===== src/rtl/writeback_arbiter.sv =====
// Merges pipeline results and handshaked long-latency results into one registered register-file write port.
// One write per cycle, pipeline first; long-latency results queue in order and see o_lsuReady low while the queue is full.
module writeback_arbiter #(
  parameter int DATA_WIDTH = 32,
  parameter int ADDR_WIDTH = 5,
  parameter int DEPTH      = 2
) (
  input  logic                  i_clock,
  input  logic                  i_reset,
  input  logic                  i_pipeWr,
  input  logic [ADDR_WIDTH-1:0] i_pipeAddr,
  input  logic [DATA_WIDTH-1:0] i_pipeData,
  input  logic                  i_lsuValid,
  input  logic [ADDR_WIDTH-1:0] i_lsuAddr,
  input  logic [DATA_WIDTH-1:0] i_lsuData,
  output logic                  o_lsuReady,
  output logic                  o_wr,
  output logic [ADDR_WIDTH-1:0] o_wrAddr,
  output logic [DATA_WIDTH-1:0] o_wrData,
  input  logic [ADDR_WIDTH-1:0] i_rdAddrA,
  input  logic [ADDR_WIDTH-1:0] i_rdAddrB,
  output logic                  o_hazardA,
  output logic                  o_hazardB,
  output logic                  o_busy
);
  localparam int CW = $clog2(DEPTH + 1);

  logic [ADDR_WIDTH-1:0] r_addr [DEPTH];
  logic [DATA_WIDTH-1:0] r_data [DEPTH];
  logic [DEPTH-1:0]      r_vld;
  logic [CW-1:0]         r_count;
  logic                  r_wr;
  logic [ADDR_WIDTH-1:0] r_wrAddr;
  logic [DATA_WIDTH-1:0] r_wrData;

  logic                  w_pipeAct;
  logic                  w_empty;
  logic                  w_hs;
  logic                  w_pop;
  logic                  w_bypass;
  logic                  w_push;
  logic [CW-1:0]         w_tail;
  logic [CW-1:0]         w_count_n;
  logic [ADDR_WIDTH-1:0] w_addr_n [DEPTH];
  logic [DATA_WIDTH-1:0] w_data_n [DEPTH];
  logic [DEPTH-1:0]      w_vld_n;
  logic                  w_hitA;
  logic                  w_hitB;

  assign w_pipeAct  = i_pipeWr & (i_pipeAddr != '0);
  assign w_empty    = (r_count == '0);
  assign o_lsuReady = ~i_reset & (r_count < CW'(DEPTH));
  assign w_hs       = i_lsuValid & o_lsuReady;
  assign w_pop      = ~w_pipeAct & ~w_empty;
  assign w_bypass   = ~w_pipeAct & w_empty & w_hs & (i_lsuAddr != '0);
  // A same-address pipeline write is younger, so the LSU result is dead on arrival.
  assign w_push     = w_hs & (i_lsuAddr != '0) & ~w_bypass
                      & ~(w_pipeAct & (i_lsuAddr == i_pipeAddr));
  assign w_tail     = r_count - CW'(w_pop);
  assign w_count_n  = w_tail + CW'(w_push);

  // Head lives in slot 0; a pop shifts everything down one slot.
  always_comb begin
    for (int i = 0; i < DEPTH; i++) begin
      w_addr_n[i] = r_addr[i];
      w_data_n[i] = r_data[i];
      w_vld_n[i]  = r_vld[i];
    end
    if (w_pop) begin
      for (int i = 0; i < DEPTH - 1; i++) begin
        w_addr_n[i] = r_addr[i+1];
        w_data_n[i] = r_data[i+1];
        w_vld_n[i]  = r_vld[i+1];
      end
      w_vld_n[DEPTH-1] = 1'b0;
    end
    if (w_pipeAct) begin
      for (int i = 0; i < DEPTH; i++) begin
        if (w_addr_n[i] == i_pipeAddr) w_vld_n[i] = 1'b0;
      end
    end
    if (w_push) begin
      for (int i = 0; i < DEPTH; i++) begin
        if (CW'(i) == w_tail) begin
          w_addr_n[i] = i_lsuAddr;
          w_data_n[i] = i_lsuData;
          w_vld_n[i]  = 1'b1;
        end
      end
    end
  end

  always_comb begin
    w_hitA = r_wr & (r_wrAddr == i_rdAddrA);
    w_hitB = r_wr & (r_wrAddr == i_rdAddrB);
    for (int i = 0; i < DEPTH; i++) begin
      if (r_vld[i] && r_addr[i] == i_rdAddrA) w_hitA = 1'b1;
      if (r_vld[i] && r_addr[i] == i_rdAddrB) w_hitB = 1'b1;
    end
  end

  assign o_hazardA = (i_rdAddrA != '0) & w_hitA;
  assign o_hazardB = (i_rdAddrB != '0) & w_hitB;
  assign o_busy    = ~w_empty | r_wr;
  assign o_wr      = r_wr;
  assign o_wrAddr  = r_wrAddr;
  assign o_wrData  = r_wrData;

  always_ff @(posedge i_clock or posedge i_reset) begin
    if (i_reset) begin
      for (int i = 0; i < DEPTH; i++) begin
        r_addr[i] <= '0;
        r_data[i] <= '0;
      end
      r_vld    <= '0;
      r_count  <= '0;
      r_wr     <= 1'b0;
      r_wrAddr <= '0;
      r_wrData <= '0;
    end else begin
      for (int i = 0; i < DEPTH; i++) begin
        r_addr[i] <= w_addr_n[i];
        r_data[i] <= w_data_n[i];
      end
      r_vld   <= w_vld_n;
      r_count <= w_count_n;
      if (w_pipeAct) begin
        r_wr     <= 1'b1;
        r_wrAddr <= i_pipeAddr;
        r_wrData <= i_pipeData;
      end else if (w_pop) begin
        // A cancelled head still consumes this slot, just without a write.
        r_wr <= r_vld[0];
        if (r_vld[0]) begin
          r_wrAddr <= r_addr[0];
          r_wrData <= r_data[0];
        end
      end else if (w_bypass) begin
        r_wr     <= 1'b1;
        r_wrAddr <= i_lsuAddr;
        r_wrData <= i_lsuData;
      end else begin
        r_wr <= 1'b0;
      end
    end
  end
endmodule


===== config.mk =====
export PLATFORM = sky130hd
export DESIGN_NAME = writeback_arbiter
export DESIGN_NICKNAME = d
export VERILOG_FILES = /design/src/rtl/writeback_arbiter.sv
export SDC_FILE = /design/constraint.sdc
export NUM_CORES = 1
export LEC_CHECK = 0
export ABC_AREA = 1
export BUFFER_PORTS_ARGS = -buffer_cell sky130_fd_sc_hd__buf_2
export CAP_MARGIN = 20
export CORE_MARGIN = 1
export CORE_UTILIZATION = 38
export DETAILED_ROUTE_END_ITERATION = 8
export GPL_TIMING_DRIVEN = 0
export PLACE_DENSITY = 0.68
export SLEW_MARGIN = 20
export SYNTH_ARGS = -nofsm -noshare
export SYNTH_HDL_FRONTEND = slang
export SYNTH_SLANG_ARGS = --single-unit

===== constraint.sdc =====
create_clock -name i_clock -period 3.9 [get_ports i_clock]
set_input_delay 0.585 -clock i_clock [delete_from_list [all_inputs] [get_ports i_clock]]
set_output_delay 0.585 -clock i_clock [all_outputs]
set_load 0.02 [all_outputs]

-- After elaboration in Yosys (flattened, before gate mapping)
Index checks and enable logic that the tools add are counted.
- register bits: 116
- bits of input ports: 88
- output and inout port bits: 42
- word-level logic and storage cells: 87
- add/sub/neg operators: 2
- magnitude comparators: 1
- equal/unequal tests: 11
- multiplexer cells: 30
- bitwise gates (word level): 21
- reduce and logical (&&, ||, !) cells: 13
- operator list (kind ; count):
    32-bit two-way mux ; 7
    64-bit two-way mux ; 1
    5-bit equality test ; 9
    5-bit two-way mux ; 7
    5-bit nonzero test ; 4
    1-bit bitwise AND ; 15
    1-bit two-way mux ; 11
    10-bit two-way mux ; 1
    2-bit two-way mux ; 3
    1-bit inverter ; 5
    1-bit logical AND ; 4
    2-bit zero test ; 2
    2-bit AND reduction ; 2
    3-bit inequality test (second input constant) ; 1
    3-bit nonzero test ; 1
    2-bit by 1-bit adder with 2-bit output ; 1
    1-bit by 2-bit equality test with 1-bit output (first input constant) ; 1
    2-bit less-than comparator (second input constant) ; 1
    2-bit by 1-bit subtractor with 2-bit output ; 1
    1-bit OR ; 1

-- Depth between registers and ports, before layout
- depth after elaboration: 10
- gate-level depth with buffers: 18
- depth with buffers taken out: 13

-- Least setup slack after synthesis
No wires, ideal clock.
- path kind: in2reg
- start point: input i_pipeAddr[2]
- end point: register r_data[41] in the netlist's numbering
- library setup time: 76 ps
- arrival time: 2561 ps
- required time: 3824 ps
- setup slack: 1263 ps
- stages on the path: 18
- path buffers: 5
- path through: buf_2 -> nor2_2 -> nand3_2 -> nand2_4 -> nand2_4 -> inv_2 -> buf_4 -> buf_4 -> ha_1 -> inv_1 -> or2_2 -> nand2_1 -> inv_1 -> nand3_2 -> buf_6 -> buf_2 -> nand2_1 -> o21ai_1
- RTL lines (what ; RTL line ; text):
    from (decl) ; 11 ; input logic [ADDR_WIDTH-1:0] i_pipeAddr,
    to (signal, indexed assignment) ; 123 ; r_data[i] <= w_data_n[i];
    to (decl) ; 29 ; logic [DATA_WIDTH-1:0] r_data [DEPTH];

==> results.sh <==
export IMPL_outcome="finished clean"
export IMPL_net_switching_power_mw=2.491
export IMPL_crit_cells=16
export IMPL_max_freq_mhz=357.3
export IMPL_fp_dieW_um=130.4
export IMPL_critPathMaxStageDelay_ns=0.44
export IMPL_crit_fanout=10
export IMPL_fp_coreArea_um2=16000
export IMPL_ctsHoldBuffers=0
export IMPL_syn_inst=821
export IMPL_grt_pass1_wl_mm=30.17
export IMPL_clock_path_buffers=2
export IMPL_rows=46
export IMPL_grt_ovfl_total=0
export IMPL_synth_nets=911
export IMPL_start_kind="register"
export IMPL_place_congestion=0.9289
export IMPL_crit_slowest_cell="dfrtp_1"
export IMPL_cts_resized=0
export IMPL_h_tree_depth=4
export IMPL_track_usage_pct=23.83
export IMPL_rsz0062_at_grt="false"
export IMPL_die_area_um2=17010
export IMPL_maxSlewViolCount=0
export IMPL_required_ns=4.24
export IMPL_ys_ff_latch=116
export IMPL_p_seq_share_pct=32.7
export IMPL_internal_power_mw=3.902
export IMPL_crit_arrival_ns=3.13
export IMPL_utilization_pct=49.41
export IMPL_cap_violations=0
export IMPL_clockRootBuffer="clkbuf_16"
export IMPL_p_per_area_nw_per_um2=808.5
export IMPL_swShare_pct=38.97
export IMPL_maxSlewHeadroom_pct=52.48
export IMPL_end_kind="register"
export IMPL_pwr_share_comb_pct=38.6
export IMPL_skew_ns=0.01081
export IMPL_num_fill_cells=1632
export IMPL_ys_warn_count=0
export IMPL_cts_setup_buffers=0
export IMPL_path_delay_family="buffers and inverters"
export IMPL_clkPwrFrac_pct=28.7
export IMPL_avgSynthCellArea_um2=7.635
export IMPL_clk_pin_slew_ns=0.06
export IMPL_tightest_slew_ns=0.7128
export IMPL_yosysSeqAreaShare_pct=46.31
export IMPL_cts_buffers=17
export IMPL_p_leak_nw=4.145
export IMPL_vias_per_cell=5.012
export IMPL_drcViolationCount=0
export IMPL_multi_input_area_um2=2756
export IMPL_min_period_ns=2.799
export IMPL_setup_viol=0
export IMPL_wl_per_cell_um=15.90
export IMPL_antenna_found_initial=0
export IMPL_nNetsFinal=1059
export IMPL_clock_sinks=116
export IMPL_syn_to_final_growth_pct=26.13
export IMPL_mappedNetlistArea_um2=6269
export IMPL_cts_tree="done"
export IMPL_hold_viol=0
export IMPL_die_h_um=130.4
export IMPL_drive_gt1_share_pct=22.81
export IMPL_worstPathCellList="nor2_4 > inv_2 > nand2_4 > inv_2 > buf_4 > buf_4 > ha_1 > inv_1 > or2_2 > nand2_1 > inv_1 > nand3_2 > buf_6 > buf_2 > nand2_1 > o21ai_1"
export IMPL_path_buf_inv=8
export IMPL_num_vias=6004
export IMPL_synth_cell_types=32
export IMPL_grt_max_degree=76
export IMPL_r2r_worst_path_cells=16
export IMPL_dp_hpwl_mm=13.44
export IMPL_hold_class="in -> async"
export IMPL_clk_latency_ns=0.42
export IMPL_ant_nets=0
export IMPL_ff_latch_area_um2=2903
export IMPL_ioPinCount=130
export IMPL_num_antenna_cells=0
export IMPL_drtIter0Drc=491
export IMPL_min_period_over_period_pct=71.77
export IMPL_first_pass_iters=6
export IMPL_vdd_drop_max_mv=0.4127
export IMPL_start_util_pct=39.18
export IMPL_numPortBuffers=128
export IMPL_worst_setup_path_type="reg -> reg"
export IMPL_wirelength_mm=19.05
export IMPL_finalPower_mw=6.393
export IMPL_grt_pass1_vias=5729
==> cell families (layout without fill, tap and decap cells) <==
group / Yosys count / count (layout) / synth area share [%]
AO/OA/AOI/OAI: 199 / 199 / 17.33
XOR/XNOR: 19 / 19 / 2.655
adder cells (fa/ha/maj): 2 / 2 / 0.3991
buffers and inverters: 128 / 289 / 9.721
flip-flops: 116 / 116 / 46.31
AND/OR/NAND/NOR: 357 / 357 / 23.59
==> power by group through the flow <==
stage	sequential, mW	combinational (mW)	clock, mW
floorplan	2.24	1.52	0
detailed placement	2.10	2.46	0
global placement	2.09	2.41	0
global route	2.15	2.78	1.91
CTS	2.08	2.48	1.85
finish	2.09	2.47	1.84
==> per-layer routing <==
metal / global-route usage [%] / vias to the layer above / wire length, um
li1: - / 2953 / -
met1: 32.12 / 2814 / 8786
met2: 38.33 / 224 / 8854
met3: 5.822 / 13 / 1215
met4: 6.423 / 0 / 197
met5: 0 / - / 0
==> cell usage in the layout (no fill, tap or decap), types with 3 or more instances in the layout <==
cell type	count
a21oi_1	47
a221oi_1	6
buf_2	150
buf_4	5
buf_6	11
bufinv_16	6
clkbuf_1	9
clkbuf_16	17
clkbuf_8	5
dfrtp_1	116
inv_1	77
inv_2	5
nand2_1	294
nand2_4	3
nand3_1	27
nand3_2	3
nand4_1	7
nor2_1	14
o21ai_0	48
o21ai_1	76
o21ai_2	9
o22ai_1	10
xnor2_1	10
xor2_1	9
==> through the flow <==
step | hold WS (ns) | instances | setup slack, ns | setup TNS (ns) | instance area (um^2)
final | 0.1826 | 1198 | 1.101 | 0 | 7906
after global routing | 0.2025 | 1198 | 0.8978 | 0 | 7906
after CTS | 0.1996 | 1198 | 1.085 | 0 | 7906
after detailed placement | 0.4680 | 1166 | 0.7181 | 0 | 7212
after global placement | 0.4654 | 1165 | -1.372 | -158.32 | 7179
after floorplan | 0.4553 | 821 | 0.2426 | 0 | 6269
==> worst paths after layout <==
path | endpoint | slack (ns) | start
worst min register to register | o_wrData[4] | 0.48 | o_wrData[4]
worst max-delay path | r_data[47] | 1.10 | r_count[1]
worst min-delay path | r_count[0] | 0.18 | i_reset
worst max register to register | r_data[47] | 1.10 | r_count[1]
max in group asynchronous | r_data[9] | 2.99 | i_reset
min in group i_clock | r_data[57] | 0.44 | i_lsuData[25]
==> layout make-up <==
| cell class | count | area share [%] |
|---|---|---|
| well taps | 216 | 3.418 |
| flip-flops and latches | 116 | 36.71 |
| multi-input cells | 577 | 34.86 |
| clock inverters | 8 | 2.437 |
| inverters | 83 | 4.004 |
| repair buffers | 129 | 8.451 |
| plain buffers | 45 | 3.766 |
| clock buffers | 24 | 6.346 |
==> worst register-to-register path: stages, from the launching register on <==
cell	delay, ns
dfrtp_1	0.44
nor2_4	0.11
inv_2	0.19
nand2_4	0.11
inv_2	0.09
buf_4	0.18
buf_4	0.24
ha_1	0.19
inv_1	0.04
or2_2	0.26
nand2_1	0.09
inv_1	0.07
nand3_2	0.09
buf_6	0.17
buf_2	0.25
nand2_1	0.09
o21ai_1	0.09
==> flip-flops by register name (all words and copies together) (netlist names) <==
name / count
o_wrData: 32
o_wr: 1
r_addr: 10
r_vld: 2
r_count: 2
r_data: 64
o_wrAddr: 5
==> synthesized netlist by cell type <==
master	instances	area share, %
nand2_1	294	18
dfrtp_1	116	46
inv_1	78	4.7
o21ai_1	76	6.1
o21ai_0	48	3.8
a21oi_1	47	3.8
nand3_1	27	2.2
buf_2	22	1.8
nor2_1	14	0.84
buf_6	11	2.0
o22ai_1	10	1.0
xnor2_1	10	1.4
o21ai_2	9	1.3
xor2_1	9	1.3
clkbuf_1	7	0.42
nand4_1	7	0.70
a221oi_1	6	0.84
buf_4	5	0.60
inv_2	5	0.30
nand2_4	3	0.54
nand3_2	3	0.48
ha_1	2	0.40
nor2_4	2	0.36
nor4_1	2	0.20
a211oi_1	1	0.12
nand2_8	1	0.32
nor2_2	1	0.10
nor3_1	1	0.080
nor3b_1	1	0.12
o221ai_1	1	0.14
o22ai_4	1	0.32
or2_2	1	0.10
(Power assumes the default switching activity.)
